### src/rtl/cicero_cache_pkg.sv
// Shared types and defaults for the CICERO set-associative cache.
package cicero_cache_pkg;

    typedef enum logic [2:0] {
        S_IDLE,
        S_MISS_REQ,
        S_MISS_WAIT,
        S_FILL,
        S_FLUSH
    } cache_state_t;

    localparam int STAT_WIDTH_DEFAULT = 32;

endpackage

### src/rtl/cache_set_lookup.sv
// Combinational tag compare across all ways of one set, plus the
// lowest-index invalid way used for victim selection.
module cache_set_lookup #(
    parameter int TAG_W = 11,
    parameter int WAYS  = 2,
    parameter int WB    = 1
) (
    input  logic [TAG_W-1:0]      tag,
    input  logic [WAYS*TAG_W-1:0] set_tags,
    input  logic [WAYS-1:0]       set_valid,
    output logic                  hit,
    output logic [WB-1:0]         hit_way,
    output logic [WB-1:0]         first_invalid_way,
    output logic                  any_invalid
);

    logic [WAYS-1:0] match;

    always_comb begin
        match             = '0;
        hit_way           = '0;
        first_invalid_way = '0;
        for (int w = 0; w < WAYS; w++) begin
            match[w] = set_valid[w] && (set_tags[w*TAG_W +: TAG_W] == tag);
            if (match[w]) begin
                hit_way = hit_way | WB'(w);
            end
        end
        // Walk downwards so the lowest invalid index is the one left standing.
        for (int w = WAYS - 1; w >= 0; w--) begin
            if (!set_valid[w]) begin
                first_invalid_way = WB'(w);
            end
        end
        hit         = |match;
        any_invalid = ~&set_valid;
    end

endmodule

### src/rtl/cache_set_assoc.sv
// Read-only blocking N-way set-associative cache with round-robin
// replacement, flush, and saturating hit/miss statistics.
module cache_set_assoc
    import cicero_cache_pkg::*;
#(
    parameter int DWIDTH     = 16,
    parameter int ADDR_WIDTH = 16,
    parameter int SET_BITS   = 5,
    parameter int WAY_BITS   = 1,
    parameter int STAT_WIDTH = STAT_WIDTH_DEFAULT
) (
    input  logic                  clk,
    input  logic                  rst,
    input  logic                  req_valid,
    input  logic [ADDR_WIDTH-1:0] req_addr,
    output logic                  req_ready,
    output logic                  rsp_valid,
    output logic [DWIDTH-1:0]     rsp_data,
    output logic                  mem_req_valid,
    output logic [ADDR_WIDTH-1:0] mem_req_addr,
    input  logic                  mem_req_ready,
    input  logic                  mem_rsp_valid,
    input  logic [DWIDTH-1:0]     mem_rsp_data,
    input  logic                  flush,
    output logic [STAT_WIDTH-1:0] hit_count,
    output logic [STAT_WIDTH-1:0] miss_count
);

    localparam int SETS  = 1 << SET_BITS;
    localparam int WAYS  = 1 << WAY_BITS;
    localparam int TAG_W = ADDR_WIDTH - SET_BITS;
    localparam int WB    = (WAY_BITS > 0) ? WAY_BITS : 1;

    function automatic logic [STAT_WIDTH-1:0] sat_inc(input logic [STAT_WIDTH-1:0] v);
        return (&v) ? v : v + 1'b1;
    endfunction

    cache_state_t state, state_nxt;

    logic [TAG_W-1:0]  tag_mem    [SETS][WAYS];
    logic [DWIDTH-1:0] data_mem   [SETS][WAYS];
    logic [WAYS-1:0]   valid_bits [SETS];
    logic [WB-1:0]     victim_ptr [SETS];
    logic [DWIDTH-1:0] fill_data;

    logic [ADDR_WIDTH-1:0]  lk_addr;
    logic [SET_BITS-1:0]    lk_set;
    logic [TAG_W-1:0]       lk_tag;
    logic [WAYS*TAG_W-1:0]  set_tags;
    logic                   hit, any_invalid;
    logic [WB-1:0]          hit_way, first_invalid_way, victim, victim_nxt;
    logic                   hit_acc, miss_acc, fill_rx;

    // Outside IDLE the only lookup of interest is for the outstanding miss.
    assign lk_addr = (state == S_IDLE) ? req_addr : mem_req_addr;
    assign lk_set  = lk_addr[SET_BITS-1:0];
    assign lk_tag  = lk_addr[ADDR_WIDTH-1:SET_BITS];

    always_comb begin
        set_tags = '0;
        for (int w = 0; w < WAYS; w++) begin
            set_tags[w*TAG_W +: TAG_W] = tag_mem[lk_set][w];
        end
    end

    cache_set_lookup #(
        .TAG_W (TAG_W),
        .WAYS  (WAYS),
        .WB    (WB)
    ) u_lookup (
        .tag               (lk_tag),
        .set_tags          (set_tags),
        .set_valid         (valid_bits[lk_set]),
        .hit               (hit),
        .hit_way           (hit_way),
        .first_invalid_way (first_invalid_way),
        .any_invalid       (any_invalid)
    );

    assign victim        = any_invalid ? first_invalid_way : victim_ptr[lk_set];
    assign victim_nxt    = (victim == WB'(WAYS - 1)) ? '0 : victim + 1'b1;
    assign req_ready     = (state == S_IDLE) && req_valid && !flush;
    assign hit_acc       = req_ready && hit;
    assign miss_acc      = req_ready && !hit;
    assign fill_rx       = (state == S_MISS_WAIT) && mem_rsp_valid;
    assign mem_req_valid = (state == S_MISS_REQ);

    always_comb begin
        state_nxt = state;
        case (state)
            S_IDLE: begin
                if (flush)         state_nxt = S_FLUSH;
                else if (miss_acc) state_nxt = S_MISS_REQ;
            end
            S_MISS_REQ:  if (mem_req_ready) state_nxt = S_MISS_WAIT;
            S_MISS_WAIT: if (mem_rsp_valid) state_nxt = S_FILL;
            S_FILL:      state_nxt = S_IDLE;
            S_FLUSH:     state_nxt = S_IDLE;
            default:     state_nxt = S_IDLE;
        endcase
    end

    always_ff @(posedge clk) begin
        if (rst) begin
            state        <= S_IDLE;
            rsp_valid    <= 1'b0;
            rsp_data     <= '0;
            mem_req_addr <= '0;
            hit_count    <= '0;
            miss_count   <= '0;
            for (int s = 0; s < SETS; s++) begin
                valid_bits[s] <= '0;
                victim_ptr[s] <= '0;
            end
        end else begin
            state     <= state_nxt;
            rsp_valid <= hit_acc || fill_rx;
            if (hit_acc)      rsp_data <= data_mem[lk_set][hit_way];
            else if (fill_rx) rsp_data <= mem_rsp_data;
            if (miss_acc)     mem_req_addr <= req_addr;
            if (hit_acc)      hit_count  <= sat_inc(hit_count);
            if (miss_acc)     miss_count <= sat_inc(miss_count);
            if (state == S_FILL) begin
                valid_bits[lk_set][victim] <= 1'b1;
                victim_ptr[lk_set]         <= victim_nxt;
            end
            if (state == S_FLUSH) begin
                for (int s = 0; s < SETS; s++) begin
                    valid_bits[s] <= '0;
                    victim_ptr[s] <= '0;
                end
            end
        end
    end

    // Line storage: no reset; a reset landing on the fill cycle must not write.
    always_ff @(posedge clk) begin
        if (fill_rx) fill_data <= mem_rsp_data;
        if (state == S_FILL && !rst) begin
            tag_mem[lk_set][victim]  <= lk_tag;
            data_mem[lk_set][victim] <= fill_data;
        end
    end

endmodule

### config.mk
export PLATFORM = sky130hd
export DESIGN_NAME = cache_set_assoc
export DESIGN_NICKNAME = d
export VERILOG_FILES = /design/src/rtl/cicero_cache_pkg.sv /design/src/rtl/cache_set_lookup.sv /design/src/rtl/cache_set_assoc.sv
export SDC_FILE = /design/constraint.sdc
export NUM_CORES = 2
export LEC_CHECK = 0
export ABC_AREA = 1
export CORE_UTILIZATION = 45
export DETAILED_ROUTE_END_ITERATION = 8
export SLEW_MARGIN = 20
export SYNTH_ARGS = -nofsm -noshare
export SYNTH_HDL_FRONTEND = slang
export SYNTH_SLANG_ARGS = --single-unit
### constraint.sdc
create_clock -name clk -period 4.6 [get_ports clk]
set_input_delay 0.46 -clock clk [delete_from_list [all_inputs] [get_ports clk]]
set_output_delay 0.46 -clock clk [all_outputs]
set_load 0.03 [all_outputs]
==> reports/metrics.yaml <==
critical_path:
  cp_max_fo: 61
  arrival_ns: 5.10
  start_kind: "flop"
  worst-setup-path-type: "reg -> reg"
  cp.required_ns: 5.34
  endpoint_kind: "flop"
yosys:
  ys_ff_latch: 1940
  synth-edff-count: 1776
  postSynthCellCount: 7176
  syn_nets: 7216
  ys_seq_area_share_pct: 70.5
  ys_warn_count: 0
  syn_area_per_cell_sq_um: 11.2
  synth_ff_type: "edfxtp_1"
  synth-async-reset-ratio_pct: 0
  ys_types: 46
  netlist_area_sq_um: 80300
placement:
  dpl.cell_count: 9560
  portBuffers: 136
  gp_congestion: 0.901
  place_area_sq_um: 87000
  preCtsSetupSlack_ns: -0.136
  hpwl_mm: 140
sta:
  finClkSkew_ns: 0.0414
  slew_violations: 0
  relSlewSlack_pct: 39.6
  worst_pin_slew_ns: 0.894
  finalSetupViolCount: 0
  period_share_pct: 94.8
  fin_crit_ns: 4.36
  fin_ws_ns: 0.241
  fmax_mhz: 229
  tns_ns: 0
  hold_viol_final: 0
route:
  routed_wl_mm: 241
  vias: 54924
  drc: 0
  viasPerCell: 5.53
  drt-initial-drc-count: 6506
  wl_per_cell_microns: 24.3
  first_pass_iters: 8
  detail-route-antenna-nets: 0
floorplanning:
  dieArea_sq_um: 180000
  start_util_pct: 45.4
  num_io_pins: 137
  fp.coreArea_sq_um: 177000
  dieWidth_microns: 424
  dieHeight_microns: 424
  rows: 154
flow_run:
  maxCapViolations: 0
cts:
  path_clk_slew_ns: 0.06
  cts_buffers: 195
  cts_tree: "built"
  cts_max_level: 4
  max-clock-path-buffers: 3
  clkSinkCount: 1940
  cts-root-buf: "clkbuf_16"
  clock_latency_ns: 0.86
final_layout:
  mostFrequentLayoutCells: "nand2_1, edfxtp_1, inv_1"
  layout_commonest_cell: "nand2_1"
  fillers: 15037
  synthToLayoutAreaGrowth_pct: 16.6
  post_layout_nonfiller_instances: 9934
  final_area_sq_um: 93600
  nNetsFinal: 7467
  layout-drive-gt1-share_pct: 8.89
  diodes: 0
global_route:
  overflow: 0
  grt_pass1_vias: 52283
  grt_usage_pct: 26.4
  grt_max_degree: 123
  antenna_found_initial: 6
  grt_pass1_wl_mm: 351
power:
  pwr_density_cell_nw_per_um2: 622
  ir_worst_vdd_mv: 0.839
  power.leakage_nw: 35.8
hold_path:
  hold_path_class: "in -> reg"
outcome:
  status: "finished, final reports clean"
registers in the layout (all words and copies together), names as in the netlist:
register	count
miss_count	32
rsp_data	16
state	3
fill_data	16
valid_bits	64
hit_count	32
mem_req_addr	16
data_mem	1024
rsp_valid	1
victim_ptr	32
tag_mem	704
repair_timing:
item,CTS,global route
setup buffers,0,5
setup endpoints to repair,0,83
gates resized for setup,0,13
hold buffers,1,0
endpoints found under the hold margin,1,0
layer usage:
layer / share of wire, % / vias up / routed length (microns) / global-route usage [%]
li1: - / 25019 / - / -
met1: 42 / 27161 / 102000 / 37.3
met2: 47 / 2396 / 112000 / 41.7
met3: 8.2 / 344 / 19700 / 4.11
met4: 3.1 / 4 / 7500 / 8.61
met5: 0.0095 / - / 23 / 0
path summary, 6_finish.rpt:
| check | start | end | cells past startpoint | slack (ns) |
|---|---|---|---|---|
| max | state[1] | hit_count[4] | 26 | 0.24 |
| min reg2reg | valid_bits[25][0] | valid_bits[25][0] | 2 | 0.46 |
| max reg2reg | state[1] | hit_count[4] | 26 | 0.24 |
| min | mem_rsp_data[14] | fill_data[14] | 1 | 0.21 |
worst max-delay path, cell delays in order, from the launching register on:
cell	delay, ns
dfxtp_1	0.38
nor2_4	0.20
nand2_4	0.16
buf_12	0.20
nand2_4	0.16
nand2_8	0.14
buf_4	0.20
buf_16	0.19
nand2_1	0.11
nand2_1	0.05
nand2_1	0.05
nand2_1	0.05
nand2_1	0.11
nand2_1	0.12
nor2_1	0.30
nand2_1	0.09
nand2_1	0.09
nand2_1	0.08
nor2_1	0.17
nand2_1	0.07
nor2_1	0.13
nand3_1	0.18
nand2_2	0.22
buf_12	0.19
buf_4	0.26
nand4_1	0.11
a21oi_1	0.19
power by group:
part	total [W]	switching (W)	internal, W
sequential	0.0210	0.000107	0.0209
combinational	0.0214	0.0156	0.00584
clock	0.0159	0.00686	0.00899
area by class of cell:
cell class                 count  area, sq um  share of cell area, %
sequential                  1940        56600                   60.5
multi-input combinational   4184        20100                   21.5
clock buffer                 251         5200                   5.56
timing repair buffer         410         4930                   5.27
tap                         2340         2930                   3.13
inverter                     696         2620                   2.79
clock inverter               113         1190                   1.27
metrics by stage:
step	total power [W]	utilization, %	hold WS, ns
after floorplan	0.0335	-	0.429
after global placement	0.0421	49.2	0.439
after detailed placement	0.0422	49.2	0.446
after CTS	0.0579	52.9	0.150
after global routing	0.0607	53.0	0.183
final	0.0582	53.0	0.207
synthesized netlist by cell type (95+ instances only):
library cell | count | share of area [%]
nand3_1 | 149 | 0.93
nor2_1 | 282 | 1.3
a22oi_1 | 512 | 4.8
clkbuf_1 | 147 | 0.69
buf_2 | 164 | 1.0
dfxtp_1 | 164 | 4.1
nand2_1 | 2571 | 12
inv_1 | 688 | 3.2
edfxtp_1 | 1776 | 66
a21oi_1 | 110 | 0.69
o21ai_0 | 200 | 1.2
nand4_1 | 95 | 0.74
cells by family (layout without fill, tap and decap cells):
| family | Yosys count | count (layout) | synth area share (%) |
|---|---|---|---|
| AND/OR/NAND/NOR | 3205 | 3206 | 15.9 |
| flip-flops | 1940 | 1940 | 70.5 |
| buffers and inverters | 1053 | 1470 | 5.26 |
| AO/OA/AOI/OAI | 920 | 920 | 7.63 |
| XOR/XNOR | 56 | 56 | 0.611 |
| adder cells (fa/ha/maj) | 2 | 2 | 0.0312 |
No activity file was read; power rests on OpenSTA's default activity.
